--- src/rtl/run_detector_pkg.sv ---
// Shared mode encodings and polarity match helper for the run detector.
package run_detector_pkg;

  localparam logic [1:0] MODE_ZERO = 2'b00;
  localparam logic [1:0] MODE_ONE  = 2'b01;
  localparam logic [1:0] MODE_ANY  = 2'b10;
  localparam logic [1:0] MODE_OFF  = 2'b11;

  function automatic logic match_mode(input logic b, input logic [1:0] mode);
    logic m;
    case (mode)
      MODE_ZERO: m = (b == 1'b0);
      MODE_ONE:  m = (b == 1'b1);
      MODE_ANY:  m = 1'b1;
      default:   m = 1'b0;
    endcase
    return m;
  endfunction

endpackage

--- src/rtl/run_detector_sat_counter.sv ---
// Saturating up-counter with synchronous clear and load-to-one, used for both
// the run length and the detection count.
module sat_counter #(
  parameter int               WIDTH = 8,
  parameter logic [WIDTH-1:0] MAX   = '1
) (
  input  logic             clk,
  input  logic             i_rst_n,
  input  logic             i_clr,
  input  logic             i_load,
  input  logic             i_inc,
  output logic [WIDTH-1:0] o_count
);

  logic [WIDTH-1:0] r_count;
  logic [WIDTH-1:0] w_count_next;

  always_comb begin
    w_count_next = r_count;
    if (i_clr)
      w_count_next = '0;
    else if (i_load)
      w_count_next = WIDTH'(1);
    else if (i_inc && (r_count != MAX))
      w_count_next = r_count + WIDTH'(1);
  end

  always_ff @(posedge clk or negedge i_rst_n) begin
    if (!i_rst_n)
      r_count <= '0;
    else
      r_count <= w_count_next;
  end

  assign o_count = r_count;

endmodule

--- src/rtl/run_detector.sv ---
// Tracks the current run of identical valid samples and flags/counts runs that
// reach RUN_LEN for the polarity selected by mode.
module run_detector
  import run_detector_pkg::*;
#(
  parameter int RUN_LEN = 4,
  parameter int DET_W   = 8
) (
  input  logic                             clk,
  input  logic                             reset_n,
  input  logic                             clear,
  input  logic                             in_valid,
  input  logic                             in,
  input  logic [1:0]                       mode,
  output logic                             out,
  output logic                             run_bit,
  output logic [$clog2(RUN_LEN+1)-1:0]     run_cnt,
  output logic                             det_pulse,
  output logic [DET_W-1:0]                 det_count
);

  localparam int                CNT_W   = $clog2(RUN_LEN + 1);
  localparam logic [CNT_W-1:0]  CNT_MAX = CNT_W'(RUN_LEN);
  localparam logic [CNT_W-1:0]  CNT_PRE = CNT_W'(RUN_LEN - 1);

  if ((RUN_LEN < 2) || (RUN_LEN > 255)) begin : g_bad_run_len
    $error("run_detector: RUN_LEN must be in 2..255");
  end

  logic                r_run_bit;
  logic                r_out;
  logic                r_det_pulse;
  logic [CNT_W-1:0]    w_run_cnt;
  logic                w_new_run;
  logic                w_cont;
  logic                w_run_bit_next;
  logic                w_at_max_next;
  logic                w_match_next;
  logic                w_det_next;

  // A sample starts a new run when nothing is tracked yet or the bit flips.
  assign w_new_run      = in_valid && ((w_run_cnt == '0) || (in != r_run_bit));
  assign w_cont         = in_valid && !w_new_run;
  assign w_run_bit_next = clear ? 1'b0 : (w_new_run ? in : r_run_bit);
  assign w_match_next   = match_mode(w_run_bit_next, mode);

  // A new run always restarts at 1, which can never equal RUN_LEN (>= 2).
  assign w_at_max_next  = !clear && !w_new_run &&
                          ((w_run_cnt == CNT_MAX) || (in_valid && (w_run_cnt == CNT_PRE)));
  assign w_det_next     = !clear && w_cont && (w_run_cnt == CNT_PRE) && w_match_next;

  sat_counter #(
    .WIDTH (CNT_W),
    .MAX   (CNT_MAX)
  ) u_run_cnt (
    .clk     (clk),
    .i_rst_n (reset_n),
    .i_clr   (clear),
    .i_load  (w_new_run),
    .i_inc   (w_cont),
    .o_count (w_run_cnt)
  );

  sat_counter #(
    .WIDTH (DET_W)
  ) u_det_cnt (
    .clk     (clk),
    .i_rst_n (reset_n),
    .i_clr   (clear),
    .i_load  (1'b0),
    .i_inc   (w_det_next),
    .o_count (det_count)
  );

  always_ff @(posedge clk or negedge reset_n) begin
    if (!reset_n) begin
      r_run_bit   <= 1'b0;
      r_out       <= 1'b0;
      r_det_pulse <= 1'b0;
    end else begin
      r_run_bit   <= w_run_bit_next;
      r_out       <= w_at_max_next && w_match_next;
      r_det_pulse <= w_det_next;
    end
  end

  assign out       = r_out;
  assign run_bit   = r_run_bit;
  assign run_cnt   = w_run_cnt;
  assign det_pulse = r_det_pulse;

endmodule

--- config.mk ---
export PLATFORM = sky130hd
export DESIGN_NAME = run_detector
export DESIGN_NICKNAME = d
export VERILOG_FILES = /design/src/rtl/run_detector_pkg.sv /design/src/rtl/run_detector_sat_counter.sv /design/src/rtl/run_detector.sv
export SDC_FILE = /design/constraint.sdc
export NUM_CORES = 1
export LEC_CHECK = 0
export ABC_AREA = 1
export ABC_CLOCK_PERIOD_IN_PS = 2950
export BUFFER_PORTS_ARGS = -buffer_cell sky130_fd_sc_hd__buf_4
export CORE_MARGIN = 4
export CORE_UTILIZATION = 45
export CTS_CLUSTER_SIZE = 8
export DETAILED_ROUTE_END_ITERATION = 10
export PLACE_DENSITY = 0.68
export SYNTH_ARGS = -nofsm -noshare
export SYNTH_HDL_FRONTEND = slang
export SYNTH_HIERARCHICAL = 1
export SYNTH_SLANG_ARGS = --single-unit
--- constraint.sdc ---
create_clock -name clk -period 2.95 [get_ports clk]
set_input_delay 0.1475 -clock clk [delete_from_list [all_inputs] [get_ports clk]]
set_output_delay 0.1475 -clock clk [all_outputs]
set_load 0.02 [all_outputs]
== Word level (Yosys, flattened, before mapping) ==
Cells that the tools add are included.
Storage, ports and cells
  register bits: 14
  bits of input ports: 7
  output and inout port bits: 14
  logic and storage cells: 42
Operators by class
  add/sub/neg operators: 2
  eq/ne operators: 7
  mux-type cells: 8
  bitwise logic cells: 1
  reductions and logical operators: 19
Operator list (number)
  $mux 8: 2
  $logic_and 1x1->1: 11
  $mux 3: 3
  $add 8x1->8 const B: 1
  $ne 8x8->1 const B: 1
  $add 3x1->3 const B: 1
  $eq 3x2->1 const B: 1
  $eq 3x3->1 const B: 1
  $logic_not 3->1: 1
  $ne 3x3->1 const B: 1
  $pmux 1 s3: 1
  $reduce_bool 3->1: 1
  $eq 2x1->1 const B: 1
  $eq 2x2->1 const B: 1
  $logic_not 1->1: 2
  $logic_not 2->1: 1
  $logic_or 1x1->1: 2
  $mux 1: 2
  $reduce_bool 2->1: 1
  $ne 1x1->1: 1
  $not 1->1: 1

== Logic depth before layout (Yosys ltp) ==
Gate-level depths: netlist of run 1.
  depth in word-level cells: 11
  depth in mapped cells: 12
  mapped depth without buffers: 12

== Hierarchy ==
Netlist of run 1, hierarchy kept.
By module, submodules not included
  sat_counter (u_det_cnt): instances 1, cells an instance 78, area each 565.5 um2, seq. area each 200.2 um2
  sat_counter (u_run_cnt): instances 1, cells an instance 28, area each 214.0 um2, seq. area each 75.1 um2
  run_detector: instances 1, cells an instance 35, area each 212.7 um2, seq. area each 75.1 um2

== Least setup slack after synthesis of run 1 ==
OpenSTA, ideal clock, no wires.
  kind: reg-to-reg
  start point: register u_run_cnt.r_count[1], in the netlist u_run_cnt/o_count[1]
  end point: register u_det_cnt.r_count[7], in the netlist u_det_cnt/o_count[7]
  library setup time: 113 ps
  arrival: 1688 ps
  data required time: 2837 ps
  path slack: 1150 ps
  stages on the path, launching flop included: 12
  buffers on the path: 0
  period minus slack after synthesis: 1800 ps
  cells stage by stage: dfrtp_1 inv_1 nor2_1 nand2_1 nor2_1 nand3_1 nor2_1 inv_2 a21oi_1 nand3_1 nand2_1 inv_1
On the way
  word-level cells in the longest chain between the ends: 10
  elaborated cells on any way between the ends: 15
  those cells by class: eq/ne (1); mux (3); bitwise (1); reduce/logical (10)
RTL lines
  start, declared: RTL line run_detector_sat_counter.sv:15  | logic [WIDTH-1:0] r_count;
  start signal, assigned: RTL line run_detector_sat_counter.sv:32  | r_count <= w_count_next;
  $logic_not 3->1: RTL line run_detector.sv:42  | assign w_new_run = in_valid && ((w_run_cnt == '0) || (in != r_run_bit));
  $logic_or 1x1->1: RTL line run_detector.sv:42
  $logic_and 1x1->1: RTL line run_detector.sv:42
  $mux 1 or $logic_not 1->1 (tied branches): RTL line run_detector.sv:44, run_detector.sv:43
  $mux 1 or $logic_and 1x1->1 (tied branches): RTL line run_detector.sv:44, run_detector.sv:43
  $not 1->1 or $logic_and 1x1->1 (tied branches): RTL line run_detector_pkg.sv:12, run_detector.sv:50
  $pmux 1 s3 or $logic_and 1x1->1 (tied branches): RTL line run_detector_pkg.sv:11, run_detector.sv:50
  $logic_and 1x1->1 *: RTL line run_detector.sv:50  | assign w_det_next = !clear && w_cont && (w_run_cnt == CNT_PRE) && w_match_next;
  named net w_det_next: RTL line run_detector.sv:39  | logic w_det_next;
  $logic_and 1x1->1 *: RTL line run_detector_sat_counter.sv:24  | else if (i_inc && (r_count != MAX))
  $reduce_bool 2->1 (no line) *
  end signal, assigned: RTL line run_detector_sat_counter.sv:32
  end, declared: RTL line run_detector_sat_counter.sv:15
The timed path passes the listed nets; every way through them passes the cells marked *.
A chain may end at the register's enable or synchronous reset.

== Worst setup path after layout of run 1 ==
Ends and elaborated chain as after synthesis.

==> results of run 1 <==
[stage by stage]
step,hold WS (ps),util,total power [mW]
2_1_floorplan,-148.1,-,0.2593
3_3_place_gp,11.09,0.5835,0.2891
3_5_place_dp,11.73,0.5835,0.2912
4_1_cts,119.0,0.6064,0.4328
5_1_grt,123.7,0.6064,0.4567
6_report,124.0,0.6064,0.4265
[repair_timing]
item,CTS,global route
buffers inserted,0,0
endpoints found under the hold margin,14,0
hold buffers,1,0
[registers in the layout, summed over array words and instances (netlist names)]
register,flops
u_det_cnt/o_count,8
u_run_cnt/o_count,3
det_pulse,1
out,1
run_bit,1
[report_power, final]
part,switching (mW),internal [mW]
Combinational,0.0495,0.0319
Sequential,0.00797,0.198
Clock,0.0643,0.0750
Total,0.122,0.305
[worst max-delay path, cell delays in order, from the launching register on]
cell and delay [ps]:
dfrtp_1 430, inv_1 90, nor2_1 90, nand2_1 70, nor2_1 80, nand3_1 70
nor2_1 400, inv_2 90, a21oi_1 230, nand3_1 130, nand2_1 80, inv_1 30
[synth_stat cells (2+ instances only)]
cell type | count | area share
nand2_1 | 35 | 0.13
nor2_4 | 3 | 0.034
dfrtp_1 | 14 | 0.35
nand2_2 | 5 | 0.032
nor2_2 | 2 | 0.013
nand3b_1 | 2 | 0.015
inv_2 | 4 | 0.015
inv_1 | 19 | 0.072
ha_1 | 3 | 0.038
a21oi_1 | 7 | 0.035
nor2_1 | 15 | 0.057
nand3_1 | 19 | 0.096
nand2_4 | 2 | 0.023
[cells by family (layout without fill, tap and decap cells)]
logic type,count (synthesis),after routing,share of synthesized area
XOR/XNOR,1,1,0.008829
other,1,2,0.003779
adder cells (fa/ha/maj),3,3,0.03784
flip-flops,14,14,0.3531
AO/OA/AOI/OAI,10,10,0.05674
buffers and inverters,24,49,0.09079
AND/OR/NAND/NOR,88,88,0.4489
[path summary, 6_finish.rpt]
check | from | end | slack (ps)
max in group asynchronous | reset_n | u_det_cnt/o_count[3] | 2530
max reg2reg | u_run_cnt/o_count[1] | u_det_cnt/o_count[7] | 1070
min | clear | run_bit | 120
min in group asynchronous | reset_n | u_det_cnt/o_count[7] | 250
min reg2reg | u_det_cnt/o_count[1] | u_det_cnt/o_count[1] | 590
max | u_run_cnt/o_count[1] | u_det_cnt/o_count[7] | 1070
[area by class of cell]
class                   count  area (um^2)  area share
repair buffers             21        160.2      0.1306
well taps                  27        33.78     0.02755
inverters                  24        90.09     0.07347
multi-input cells         104        555.5      0.4531
flip-flops and latches     14        350.3      0.2857
clock buffers               4        36.28     0.02959
[metal layers]
layer / vias to the layer above / track usage / part of all wire
li1: 491 / - / -
met3: 2 / 0.01340 / 0.058
met1: 422 / 0.2113 / 0.43
met4: 0 / 0.08502 / 0.013
met2: 30 / 0.2992 / 0.50
met5: - / 0 / 0
==> qor.txt, run 1 <==
Commonest non-fill, non-tap cell in the layout: nand2_1
Drt first pass iters: 4
Critical Path End Type: register
ANT nets after route: 0
CTS tree: done
Fin area: 1226 um^2
Largest net degree at the start of global routing: 15
Synth Warn #: 6
Post-synth top flop: dfrtp_1
Initial core utilization: 0.4907
Final Hold Fails: 0
Max-cap violation count: 0
Mapped Cells: 141
Total Wirelength: 2146 um
Worst Path Arrival: 2060 ps
CTS max path bufs: 2
Clock sink count: 14
Seq cells post-synth: 14
Worst setup SP type: register
Post-cts sizing count: 0
Worst-Skew Late Latency: 270 ps
Layout fillers: 188
Die area: 3020 um^2
CTS Buf Count: 3
Placed cell areas: 1180 um^2
Vias: 945
Layout area overhead: 23.58%
CP Data Required Time: 3130 ps
Syn Area/Cell: 7.037 um^2
Clock root buffer: clkbuf_4
RSZ-0062 raised after global routing: no
IO Pins: 21
Leakage: 0.6554 nW
IO Port Bufs: 20
Most frequent cells in the layout: nand2_1, buf_4, inv_1, nand3_1, nor2_1
Die height: 54.96 um
DRC viols: 0
PwrDens: 347.8 nW/um^2
First-pass GRT wire length: 3719 um
Peak fanout along the critical path: 5
H-tree Lvls: 1
Fraction of registers with async set/reset: 1.000
Layout cells sized above 1: 0.2575
Setup_tns: 0 ps
Row count: 16
Gpl congestion: 0.7884
Synthesized cell area: 992.2 um^2
Worst Skew: 1.792 ps
Vias in the first global route: 858
Starting DRT DRC Count: 20
Max Slew Vio Count: 0
Final critical-path required period: 1881 ps
Crit path kind: reg -> reg
Final worst-path cycle share: 0.6376
Reg2Reg Depth: 11
Initial antenna violation count: 0
Min-Delay Path Class: in -> reg
DP HPWL: 1687 um
Min-Delay Path Depth: 2
Final setup violation count: 0
Setup WS pre-CTS: 1093 ps
Global route total overflow: 0
Fmax: 0.5317 GHz
Wire length per cell: 11.06 um
Core Region: 2022 um^2
ANT cells: 0
IR Drop Worst-Case VDD: 0.2295 mV
Number of synthesized flops with an enable pin: 0
Status: finished clean
DR vias/cell: 4.871
Non-Filler Instances: 194
Total global-route track usage: 0.1716
Clock slew at reported path FFs: 90 ps
Final setup slack of the worst path: 1069 ps
Unique masters post-synth: 24
Register area share after synthesis: 0.3531
Die X: 54.96 um
Placed Instances: 189
Nets: 178
(Power assumes the default switching activity.)
==> run 2, diff against run 1 <==
ABC_CLOCK_PERIOD_IN_PS = 1800   (was 2950)
clock period = 1.8 ns   (was 2.95 ns; I/O delays follow)
==> run 2 against run 1 <==
Die area stayed put. Largest power group unchanged. Via count is 1.3% lower. Global-route usage is 0.91 points lower.
==> qor.txt, run 2 (synthesized netlist as in run 1, its figures left out) <==
DR vias/cell: 4.809 (-1.3%)
Post-CTS Setup Bufs: 0 (unchanged)
Vias in the first global route: 850 (-0.93%)
Post-layout power: 0.6466 mW (+52%)
Total Wirelength: 2153 um (+0.33%)
Worst Skew: 1.131 ps (-0.6611 ps)
Sw frac: 0.2978 (+0.01234)
CP Data Required Time: 1970 ps (-1160 ps)
Max FFs per register: 8 (unchanged)
IO Port Bufs: 20 (unchanged)
Final worst-path cycle share: 0.8622 (+0.2246)
Initial core utilization: 0.4907 (unchanged)
Crit path kind: reg -> reg
Setup_tns: 0 ps (unchanged)
Initial antenna violation count: 0 (unchanged)
Clock power share: 0.268 (-0.058)
Max-cap violation count: 0 (unchanged)
Die height: 54.96 um (unchanged)
Worst Path Arrival: 1720 ps (-340 ps)
Layout area overhead: 23.20%
Min-Delay Path Class: in -> reg
Clock slew at reported path FFs: 80 ps (about the same)
Wire length per cell: 11.10 um (+0.33%)
Clock sink count: 14 (unchanged)
Layout fillers: 204 (+8.5%)
Peak fanout along the critical path: 8 (+3)
Starting DRT DRC Count: 11 (-45%)
Commonest non-fill, non-tap cell in the layout: nand2_1
Pint: 0.4540 mW (+49%)
Max Slew Vio Count: 0 (unchanged)
Register area: 350.3 um^2 (unchanged)
DRC viols: 0 (unchanged)
ANT nets after route: 0 (unchanged)
Worst setup SP type: register
Global route total overflow: 0 (unchanged)
Final Hold Fails: 0 (unchanged)
IR Drop Worst-Case VDD: 0.2998 mV (+31%)
Vias: 933 (-1.3%)
Leakage: 0.6533 nW (-0.31%)
Area of the multi-input gates: 558.0 um^2 (+0.45%)
Status: finished clean
Net Sw Power: 0.1926 mW (+58%)
RSZ-0062 raised after global routing: no
H-tree Lvls: 1 (unchanged)
PwrDens: 529.0 nW/um^2 (+52%)
Fmax: 0.6444 GHz (+21%)
Post-cts sizing count: 0 (unchanged)
Clock root buffer: clkbuf_4
Layout cells sized above 1: 0.2635 (+0.005988)
Core Region: 2022 um^2 (unchanged)
Drt first pass iters: 5 (+1)
DP HPWL: 1674 um (-0.78%)
CTS max path bufs: 2 (unchanged)
Most frequent cells in the layout: nand2_1, buf_4, inv_1, nand3_1
Gate power share: 0.209 (+0.018)
Die X: 54.96 um (unchanged)
Final critical-path required period: 1552 ps (-329.0 ps)
Nets: 179 (+0.56%)
Largest net degree at the start of global routing: 15 (unchanged)
Final setup violation count: 0 (unchanged)
CTS Buf Count: 3 (unchanged)
CTS tree: done
First-pass GRT wire length: 3519 um (-5.4%)
Total global-route track usage: 0.1625 (-0.009095)
Gpl congestion: 0.7857 (-0.34%)
Critical Path End Type: register
Die area: 3020 um^2 (unchanged)
Sequential share of power: 0.523 (+0.040)
Worst-Skew Late Latency: 270 ps (about the same)
ANT cells: 0 (unchanged)
IO Pins: 21 (unchanged)
Row count: 16 (unchanged)
run 2: per-stage QoR:
step / setup slack (ps) / util / hold slack (ps) / cells / cell area (um^2)
2_1_floorplan: 99.22 / - / -205.6 / 142 / 998.5
3_3_place_gp: 343.2 / 0.5885 / -46.36 / 190 / 1190
3_5_place_dp: 274.2 / 0.5885 / -38.37 / 190 / 1190
4_1_cts: 255.8 / 0.6046 / 60.81 / 194 / 1222
5_1_grt: 21.24 / 0.6046 / 73.42 / 194 / 1222
6_report: 248.1 / 0.6046 / 71.94 / 194 / 1222
run 2: worst max-delay path, stage by stage (launching register included):
cell     delay [ps]
dfrtp_1         470
nor2_1          140
nand2_1          70
nor2_1           80
nand3_1          80
nor2_2          140
inv_2            50
a21oi_1         210
nand3_1         110
nand2_1          70
inv_1            30
run 2: path summary, 6_finish.rpt:
path | to | cells past startpoint | start | slack, ps
worst max-delay path | u_det_cnt/o_count[7] | 10 | u_run_cnt/o_count[2] | 250
min in group asynchronous | u_run_cnt/o_count[0] | 2 | reset_n | 200
worst min register to register | u_det_cnt/o_count[1] | 2 | u_det_cnt/o_count[1] | 580
worst max register to register | u_det_cnt/o_count[7] | 10 | u_run_cnt/o_count[2] | 250
max in group asynchronous | u_det_cnt/o_count[7] | 2 | reset_n | 1420
worst min-delay path | run_bit | 2 | clear | 70
run 2: power groups by stage:
stage               Sequential (mW)  Clock (mW)  Combinational, mW
finish                        0.338       0.173              0.135
CTS                           0.339       0.183              0.137
global route                  0.340       0.202              0.152
floorplan                     0.355           0             0.0705
detailed placement            0.345           0              0.134
global placement              0.343           0              0.131
run 2: timing repair:
item                                    CTS  global route
endpoints found under the hold margin    14             0
hold buffers                              1             0
endpoints found under the setup margin    0             0
run 2: area by class of cell:
type	instances	area share
clock buffers	3	0.01842
flip-flops and latches	14	0.2866
repair buffers	22	0.1372
multi-input cells	104	0.4565
inverters	24	0.07370
well taps	27	0.02764
run 2: metal layers:
| layer | track usage | vias up | part of all wire |
|---|---|---|---|
| li1 | - | 493 | - |
| met1 | 0.1877 | 420 | 0.44 |
| met2 | 0.2992 | 18 | 0.51 |
| met3 | 0.01609 | 2 | 0.033 |
| met4 | 0.07287 | 0 | 0.013 |
| met5 | 0 | - | 0 |
